## src/rtl/sub_result_bcd_pkg.sv

```systemverilog
// -----------------------------------------------------------------------------
// sub_bcd_pkg
// Shared types and constants for the signed-difference to BCD converter.
//   state_t          : converter FSM states (IDLE, SHIFT)
//   WIDTH_DEF        : default width of the difference input
//   DIGITS_DEF       : default number of BCD output digits
//   BCD_CORR_THRESH  : a nibble at or above this value is corrected before a shift
//   BCD_CORR_ADD     : amount added to a nibble that needs correction
//   clog2()          : bits needed to count 0..n-1
// -----------------------------------------------------------------------------
package sub_bcd_pkg;

    typedef enum logic [0:0] {
        IDLE  = 1'b0,
        SHIFT = 1'b1
    } state_t;

    localparam int WIDTH_DEF  = 8;
    localparam int DIGITS_DEF = 3;

    localparam logic [3:0] BCD_CORR_THRESH = 4'd5;
    localparam logic [3:0] BCD_CORR_ADD    = 4'd3;

    // Number of bits needed to hold values 0..n-1 (at least 1).
    function automatic int clog2(input int n);
        int r;
        r = 0;
        while ((1 << r) < n) begin
            r = r + 1;
        end
        if (r == 0) begin
            r = 1;
        end
        return r;
    endfunction

endpackage

```

## src/rtl/sub_result_bcd_digit.sv

```systemverilog
// -----------------------------------------------------------------------------
// bcd_dabble_digit
// Shift-add-3 correction for one BCD nibble: values 5..9 get +3 so that the
// following left shift carries correctly into the next decimal digit.
// Ports:
//   digit     : input  [3:0]  nibble before correction
//   corrected : output [3:0]  nibble after correction
// -----------------------------------------------------------------------------
module bcd_dabble_digit
    import sub_bcd_pkg::*;
(
    input  logic [3:0] digit,
    output logic [3:0] corrected
);

    always_comb begin
        corrected = digit;
        if (digit >= BCD_CORR_THRESH) begin
            corrected = digit + BCD_CORR_ADD;
        end
    end

endmodule

```

## src/rtl/sub_result_bcd.sv

```systemverilog
// -----------------------------------------------------------------------------
// sub_result_bcd
// Converts the subtractor result {bout, d} (9-bit two's complement for
// WIDTH=8) into sign + BCD digits by double dabble, one magnitude bit per clock.
// Ports:
//   clk       : input            system clock, rising edge
//   rst_n     : input            asynchronous active-low reset
//   d         : input  [WIDTH-1] difference value
//   bout      : input            borrow-out, 1 = negative result
//   in_valid  : input            d/bout valid this cycle
//   in_ready  : output           idle, accepts on in_valid
//   out_valid : output           one-cycle pulse, new sign/bcd
//   sign      : output           1 = negative result
//   bcd       : output [4*DIGITS-1:0] digits, [3:0] = ones
//   busy      : output           conversion in progress
// Handshake: a transfer happens on a rising edge where in_valid && in_ready.
// in_ready is high only in IDLE (including the out_valid cycle), so a new
// value may be accepted on the same edge that follows the result pulse.
// -----------------------------------------------------------------------------
module sub_result_bcd
    import sub_bcd_pkg::*;
#(
    parameter int WIDTH  = WIDTH_DEF,
    parameter int DIGITS = DIGITS_DEF
) (
    input  logic                clk,
    input  logic                rst_n,
    input  logic [WIDTH-1:0]    d,
    input  logic                bout,
    input  logic                in_valid,
    output logic                in_ready,
    output logic                out_valid,
    output logic                sign,
    output logic [4*DIGITS-1:0] bcd,
    output logic                busy
);

    localparam int MW = WIDTH + 1;           // magnitude width
    localparam int BW = 4 * DIGITS;          // BCD field width
    localparam int SW = BW + MW;             // shift register width
    localparam int CW = clog2(WIDTH + 1);    // counts 0..WIDTH

    localparam logic [MW-1:0] TWO_W = {1'b1, {WIDTH{1'b0}}};
    localparam logic [CW-1:0] LAST  = CW'(WIDTH);

    state_t         state, state_next;
    logic [SW-1:0]  sr, sr_next;             // {bcd field, magnitude}
    logic [CW-1:0]  cnt, cnt_next;
    logic           sign_hold, sign_hold_next;
    logic           out_valid_next;
    logic           sign_next;
    logic [BW-1:0]  bcd_next;

    logic [MW-1:0]  mag_in;
    logic [BW-1:0]  corr_bcd;
    logic [SW-1:0]  sr_shifted;

    // Magnitude of the signed result; d=0 with bout=1 yields 2^WIDTH.
    assign mag_in = bout ? (TWO_W - {1'b0, d}) : {1'b0, d};

    // Correction applies to the BCD field only, never to unconverted bits.
    for (genvar g = 0; g < DIGITS; g++) begin : g_digit
        bcd_dabble_digit u_digit (
            .digit     (sr[MW + 4*g +: 4]),
            .corrected (corr_bcd[4*g +: 4])
        );
    end

    // The top bit shifted out is always zero given 10^DIGITS > 2^WIDTH.
    assign sr_shifted = {corr_bcd, sr[MW-1:0]} << 1;

    assign in_ready = (state == IDLE);
    assign busy     = !in_ready;

    always_comb begin
        state_next     = state;
        sr_next        = sr;
        cnt_next       = cnt;
        sign_hold_next = sign_hold;
        out_valid_next = 1'b0;
        sign_next      = sign;
        bcd_next       = bcd;
        case (state)
            IDLE: begin
                if (in_valid) begin
                    sr_next        = {{BW{1'b0}}, mag_in};
                    sign_hold_next = bout;
                    cnt_next       = '0;
                    state_next     = SHIFT;
                end
            end
            SHIFT: begin
                sr_next  = sr_shifted;
                cnt_next = cnt + CW'(1);
                if (cnt == LAST) begin
                    cnt_next       = '0;
                    state_next     = IDLE;
                    out_valid_next = 1'b1;
                    sign_next      = sign_hold;
                    bcd_next       = sr_shifted[SW-1 -: BW];
                end
            end
            default: begin
                state_next = IDLE;
            end
        endcase
    end

    always_ff @(posedge clk or negedge rst_n) begin
        if (!rst_n) begin
            state     <= IDLE;
            sr        <= '0;
            cnt       <= '0;
            sign_hold <= 1'b0;
            out_valid <= 1'b0;
            sign      <= 1'b0;
            bcd       <= '0;
        end else begin
            state     <= state_next;
            sr        <= sr_next;
            cnt       <= cnt_next;
            sign_hold <= sign_hold_next;
            out_valid <= out_valid_next;
            sign      <= sign_next;
            bcd       <= bcd_next;
        end
    end

endmodule
```

## config.mk

```make
export PLATFORM = sky130hd
export DESIGN_NAME = sub_result_bcd
export DESIGN_NICKNAME = d
export VERILOG_FILES = /design/src/rtl/sub_result_bcd_pkg.sv /design/src/rtl/sub_result_bcd_digit.sv /design/src/rtl/sub_result_bcd.sv
export SDC_FILE = /design/constraint.sdc
export NUM_CORES = 1
export LEC_CHECK = 0
export ABC_CLOCK_PERIOD_IN_PS = 2000
export CAP_MARGIN = 20
export CORE_MARGIN = 3
export CORE_UTILIZATION = 42
export DETAILED_ROUTE_END_ITERATION = 10
export REMOVE_ABC_BUFFERS = 1
export SYNTH_ARGS = -nofsm -noshare
export SYNTH_HDL_FRONTEND = slang
export SYNTH_HIERARCHICAL = 1
export SYNTH_SLANG_ARGS = --single-unit
```

## constraint.sdc

```tcl
create_clock -name clk -period 2 [get_ports clk]
set_clock_uncertainty 0.15 [all_clocks]
set_input_delay 0.2 -clock clk [delete_from_list [all_inputs] [get_ports clk]]
set_output_delay 0.2 -clock clk [all_outputs]
set_load 0.005 [all_outputs]
```

; Yosys cells after proc, flatten, opt, wreduce, memory -nomap -nowiden
; Index checks and enable logic that the tools add are counted.
[word_totals]
input_bits = 12
ff_bits = 41
elab_cells = 34
output_inout_bits = 16
[classes]
addsub = 5
eq_ne = 2
n_bitwise = 1
mux = 14
reduce_logical = 2
n_lt_le_gt_ge = 3
[op_table]
columns = cell, count
row1 = $pmux W21 S2, 1
row2 = $mux W21, 1
row3 = $mux W4, 4
row4 = $ge A4 B3 Y1 const B, 3
row5 = $mux W9, 1
row6 = $sub A9 B8 Y9 const A, 1
row7 = $add A4 B2 Y4 const B, 2
row8 = $pmux W4 S2, 1
row9 = $add A4 B1 Y4 const B, 1
row10 = $eq A4 B4 Y1 const B, 1
row11 = $mux W1, 4
row12 = $reduce_and A2 Y1, 2
row13 = $add A3 B2 Y3 const B, 1
row14 = $mux W3, 1
row15 = $ne A2 B2 Y1 const B, 1
row16 = $pmux W1 S2, 1
row17 = $not A1 Y1, 1

; Depth between registers and ports, before layout
; Gate-level depths: netlist of the first run.
[depth]
word_depth = 4
ltp_mapped = 6
ltp_nobuf = 6

; Cells and area by module
; Netlist of the first run, hierarchy kept.
[by_module_without_submodules]
columns = mod, instances, cells_per_inst, area_each_um2, seq_area_each_um2
row1 = sub_result_bcd, 1, 152, 1848.0, 1026.0
row2 = bcd_dabble_digit, 3, 16, 101.3, 0.0

; Worst setup path before layout of the first run
; OpenSTA, ideal clock, no wires.
[synth_path]
path_type = reg2reg
from = register cnt[0]
to = register bcd[10]
synth_period_minus_slack_ns = 1.757
setup_ns = 0.125
t_arrival_ns = 1.482
path_buffers = 1
path_slack_ns = 0.243
path_stages_with_launch = 7
t_required_ns = 1.725
path_cell_list = dfrtp_1 inv_1 ha_1 nand2_1 nor3_4 buf_4 mux2_2
[synth_via]
elab_chain_cells = 2
[synth_lines]
columns = item, line
row1 = from (decl), sub_result_bcd.sv:48  ; logic [CW-1:0] cnt, cnt_next;
row2 = from (signal assigned), sub_result_bcd.sv:121  ; cnt <= cnt_next;
row3 = $eq A4 B4 Y1, sub_result_bcd.sv:95  ; if (cnt == LAST) begin
row4 = $reduce_and A2 Y1 (no source line), n/a
row5 = to (signal assigned), sub_result_bcd.sv:125  ; bcd <= bcd_next;
row6 = to (decl), sub_result_bcd.sv:34  ; output logic [4*DIGITS-1:0] bcd,
; No other way between the ends.
; A chain may end at the register's enable or synchronous reset.

; Worst setup path in the final report of the first run
[layout_path]
from = register state (netlist: busy)
to = output busy
[layout_rtl]
columns = item, line
row1 = from (decl), sub_result_bcd.sv:46  ; state_t state, state_next;
row2 = from (signal assigned), sub_result_bcd.sv:119  ; state <= state_next;
row3 = to (decl), sub_result_bcd.sv:35  ; output logic busy
; No word-level cell between the ends.

==> flow_summary.yaml, run 1 <==
route:
  wl_mm: 4.03
  viasPerCell: 5.25
  vias: 1591
  antenna_violating_nets_post_route: 0
  dr.first_iter.drc_count: 61
  first_pass_iters: 4
  drc_errors: 0
  wl_per_cell_um: 13.3
floorplanning:
  die_w_um: 77.3
  core_area_um2: 4820
  die-area_um2: 5970
  die_h_um: 77.3
  rows: 25
  initial_core_util: 0.443
  pin_count: 28
power_and_ir_drop:
  peakVddDrop_mv: 0.521
  p_per_area_nw_per_um2: 1390
  leakagePower_nw: 1.17
  swShare: 0.351
  p_comb_frac: 0.458
  post-layout-total-power_mw: 3.62
  internal-power_mw: 2.35
  p_sw_mw: 1.27
  seq_power_share: 0.400
  power_frac_clock: 0.142
clock_tree:
  cts_buffer_depth: 2
  numCtsBuffers: 5
  cts_tree: "built"
  clkSlewWorstSetupHoldPaths_ps: 80
  root_buffer: "clkbuf_8"
  post_cts_buffers: 0
  cts.sinks: 41
  htree_levels: 2
  clk_latency_ps: 290
grt:
  grt.total_usage: 0.146
  grt_pass1_vias: 1555
  antenna_found_initial: 0
  grt-ovfl-total: 0
  grt_pass1_wl_mm: 7.08
  grt_max_degree: 42
place:
  hpwl_mm: 2.92
  placedCellCount: 294
  place_area_um2: 2520
  place_congestion: 0.802
  port_buffers: 27
sta:
  finalCriticalPeriod_ps: 1850
  setup_viol: 0
  fmax_ghz: 0.541
  worst_pin_slew_ps: 518
  hold_slack_ps: 339
  post-route-period-util: 0.924
  hold_violations: 0
  setup_tns_ps: 0
  maxSlewViolCount: 0
  max_slew_margin: 0.655
  rsz0062_at_grt: "false"
critical_path:
  required_ps: 1650
  path_max_fanout: 24
  worst-path-buf-inv: 2
  cpMaxStageDelayCell: "clkdlybuf4s50_1"
  path_delay_family: "buffers and inverters"
  crit_path_end_kind: "primary output"
  max_stage_delay_ps: 550
  worstSetupPathType: "reg -> out"
  reg2regPathDepth: 6
  start_kind: "register"
  crit_cells: 2
  cp.arrival_ps: 1500
  worstPathCellList: "buf_4 -> clkdlybuf4s50_1"
logic_synthesis:
  ys_warn_count: 6
  netlist_area_um2: 2130
  netlist_instances: 196
  syn_area_per_cell_um2: 10.9
worst_hold_path:
  hold_depth: 2
  hold_path_class: "reg -> reg"
status:
  status: "finished, final reports clean"
layout:
  antenna_cells: 0
  post_route_cells_drive_above_1_share: 0.174
  area_growth_pct: 22.5
  fin_area_um2: 2610
  nets: 256
  fin_cells: 303
  n_fill_cell: 449
flow_run:
  drv_cap: 0
## timing repair
item / 4_1_cts / 5_1_grt
gates resized for setup: 0 / 0
hold endpoints to repair: 41 / 0
hold buffers: 1 / 0
## worst min-delay path: cells and delay by family, from the launching register on
| family | cells | cell delay [ps] |
|---|---|---|
| flops | 1 | 340 |
| simple gates | 1 | 50 |
| compound gates | 1 | 60 |
## worst paths after layout
kind / slack, ps / from / to
worst max-delay path: 150 / busy / busy
worst min-delay path: 340 / sr[1] / sr[2]
worst max register to register: 220 / cnt[0] / bcd[7]
worst min register to register: 340 / sr[1] / sr[2]
max in group asynchronous: 990 / rst_n / bcd[2]
min in group asynchronous: 350 / rst_n / sr[12]
## power by group through the flow
stage	clock network [mW]	logic (mW)	registers [mW]
2_1_floorplan	0	1.06	1.45
3_3_place_gp	0	1.60	1.44
3_5_place_dp	0	1.68	1.46
4_1_cts	0.529	1.69	1.45
5_1_grt	0.559	1.85	1.50
6_report	0.513	1.66	1.45
## cell type report
| cell class | count | area, um^2 | area share |
|---|---|---|---|
| Sequential cell | 41 | 1030 | 0.393 |
| Multi-Input combinational cell | 134 | 988 | 0.379 |
| Timing Repair Buffer | 41 | 385 | 0.148 |
| Tap cell | 67 | 83.8 | 0.0321 |
| Clock buffer | 6 | 72.6 | 0.0278 |
| Inverter | 12 | 45.0 | 0.0172 |
| Clock inverter | 2 | 10.0 | 0.00383 |
## state kept, by name, indices dropped and copies added (netlist names)
name and cells:
sign 1, out_valid 1, cnt 4, busy 1
sr 21, sign_hold 1, bcd 12
## through the flow
step           setup WS (ps)  utilization
4_1_cts                  137        0.542
2_1_floorplan           -211            -
6_report                 152        0.542
3_5_place_dp           -86.2        0.523
3_3_place_gp           -29.9        0.523
5_1_grt                 57.8        0.542
## metal layers
layer / part of all wire / vias up / track usage / wire length (um)
li1: - / 767 / - / -
met1: 0.46 / 785 / 0.177 / 1830
met2: 0.49 / 31 / 0.252 / 1990
met3: 0.035 / 8 / 0.0329 / 141
met4: 0.015 / 0 / 0.0534 / 59
met5: 0 / - / 0 / 0
## cell usage in the layout, fill, tap and decap left out
cell and n:
a211o_1 1, a21oi_1 7, a21oi_2 3, a22o_1 12
buf_12 1, buf_2 1, buf_4 12, clkbuf_1 1
clkbuf_8 5, clkdlybuf4s50_1 26, clkinv_2 2, dfrtp_1 41
dlygate4sd3_1 1, ha_1 9, inv_1 11, inv_2 1
mux2_2 13, mux2i_1 7, nand2_1 23, nand2b_1 6
nand3_1 1, nor2_1 8, nor3_4 1, nor3b_1 7
o211ai_1 1, o21ai_0 12, o21ai_1 3, o22ai_1 2
o31ai_1 3, o31ai_4 1, or3_1 2, or3b_4 1
or4_1 2, xnor2_1 5, xor2_1 4
Note: power is estimated with default switching activity, not from simulation.
==> inputs of run 2 (changes only) <==
SKIP_LAST_GASP = 1   (was not set)
==> results of run 2 <==
Same layout as run 1: the final DEF is identical, and so are final timing and power.
==> inputs of run 3 (changes only) <==
CORE_MARGIN = not set   (was 3)
==> flow_summary.yaml, run 3 (synthesized netlist as in run 1, its figures left out) <==
status:
  status: "finished, final reports clean"
grt:
  grt_pass1_wl_mm: 6.70
  grt_max_degree: 42
  grt_pass1_vias: 1506
  antenna_found_initial: 0
  grt-ovfl-total: 0
  grt.total_usage: 0.163
clock_tree:
  cts.sinks: 41
  root_buffer: "clkbuf_8"
  htree_levels: 2
  cts_buffer_depth: 2
  numCtsBuffers: 5
  clkSlewWorstSetupHoldPaths_ps: 80
  cts_tree: "built"
  clk_latency_ps: 290
layout:
  fin_cells: 304
  largest_register_ffs: 21
  area_growth_pct: 24.4
  reg_top3: "sr: 21 flops, bcd: 12 flops, cnt: 4 flops"
  post_route_cells_drive_above_1_share: 0.181
  final_common_cell: "dfrtp_1"
  antenna_cells: 0
  nets: 257
  top_register: "sr"
  final_cell_mix: "dfrtp_1 (41), clkdlybuf4s50_1 (26), nand2_1 (23)"
  n_fill_cell: 450
route:
  wl_per_cell_um: 12.6
  dr.first_iter.drc_count: 96
  vias: 1535
  first_pass_iters: 4
  antenna_violating_nets_post_route: 0
  viasPerCell: 5.05
  wl_mm: 3.84
  drc_errors: 0
critical_path:
  r2r_slack_ps: 250
  cp.arrival_ps: 1480
  start_kind: "register"
  reg2reg_to: "bcd[0]"
  critical_path.endpoint: "busy"
  reg2regPathDepth: 6
  startpoint: "busy"
  path_max_fanout: 23
  reg2reg_from: "cnt[0]"
  worstSetupPathType: "reg -> out"
  required_ps: 1650
  crit_path_end_kind: "primary output"
power_and_ir_drop:
  seq_power_share: 0.383
  leakagePower_nw: 1.19
  p_sw_mw: 1.30
  peakVddDrop_mv: 0.461
  p_per_area_nw_per_um2: 1430
  power_frac_clock: 0.175
  swShare: 0.343
  internal-power_mw: 2.48
  p_comb_frac: 0.442
sta:
  maxSlewViolCount: 0
  post-route-period-util: 0.916
  hold_violations: 0
  fmax_ghz: 0.546
  finalCriticalPeriod_ps: 1830
  setup_tns_ps: 0
  max_slew_margin: 0.666
  rsz0062_at_grt: "false"
  worst_pin_slew_ps: 501
  setup_viol: 0
flow_run:
  drv_cap: 0
place:
  hpwl_mm: 2.80
  place_congestion: 0.872
  placedCellCount: 295
  port_buffers: 27
floorplanning:
  initial_core_util: 0.443
  die-area_um2: 5370
  pin_count: 28
  die_w_um: 73.3
  core_area_um2: 4820
  die_h_um: 73.3
  rows: 25
worst_hold_path:
  hold_path_class: "in -> async"
run 3: changes by cell type in the layout (fill, tap and decap cells not counted), sizes merged:
| cell | before | now |
|---|---|---|
| clkinv | 2 | 1 |
| clkbuf | 6 | 5 |
| buf | 14 | 15 |
| bufinv | 0 | 1 |
| clkinvlp | 0 | 1 |
run 3: power groups by stage:
stage / clock (mW) / combinational, mW / sequential [mW]
6_report: 0.662 / 1.67 / 1.45
5_1_grt: 0.713 / 1.87 / 1.50
4_1_cts: 0.682 / 1.69 / 1.45
3_5_place_dp: 0 / 1.68 / 1.46
3_3_place_gp: 0 / 1.60 / 1.43
2_1_floorplan: 0 / 1.06 / 1.45
run 3: worst min path at each step:
stage	end	depth (start not counted)	from	slack, ps
after floorplan	bcd[0]	0	rst_n	-250
after global placement	bcd[4]	2	rst_n	140
after detailed placement	sr[12]	2	rst_n	140
after CTS	sign_hold	2	sign_hold	350
after global routing	sr[18]	1	sr[18]	370
final	bcd[7]	3	rst_n	340
run 3: through the flow:
stage	util	setup slack [ps]	instance area [um^2]	hold WS, ps	power, mW
after CTS	0.550	150	2650	349	3.82
after floorplan	-	-211	2060	-246	2.51
after global placement	0.524	-29.3	2530	135	3.03
final	0.550	168	2650	339	3.78
after global routing	0.550	99.7	2650	369	4.08
after detailed placement	0.524	-109	2530	142	3.14
run 3: final cells by class:
type,count,area [um^2],area share
clock buffers,5,68.8,0.0260
inverters,12,45.0,0.0170
multi-input cells,134,988,0.373
well taps,67,83.8,0.0316
repair buffers,42,393,0.148
flip-flops and latches,41,1030,0.387
clock inverters,3,46.3,0.0175
run 3: metal layers:
metal | track usage | up-vias | wire (um)
li1 | - | 760 | -
met1 | 0.198 | 744 | 1780
met2 | 0.286 | 27 | 1910
met3 | 0.0370 | 4 | 107
met4 | 0.0523 | 0 | 42
met5 | 0 | - | 0
run 3: timing repair:
action | CTS | global route
gates resized for setup | 0 | 0
setup buffers | 0 | 0
hold buffers | 1 | 0
setup endpoints to repair | 0 | 0
endpoints found under the hold margin | 41 | 0
run 3: worst max-delay path, stage by stage (launching register included):
cell and delay (ps):
dfrtp_1 390, buf_4 260, clkdlybuf4s50_1 550
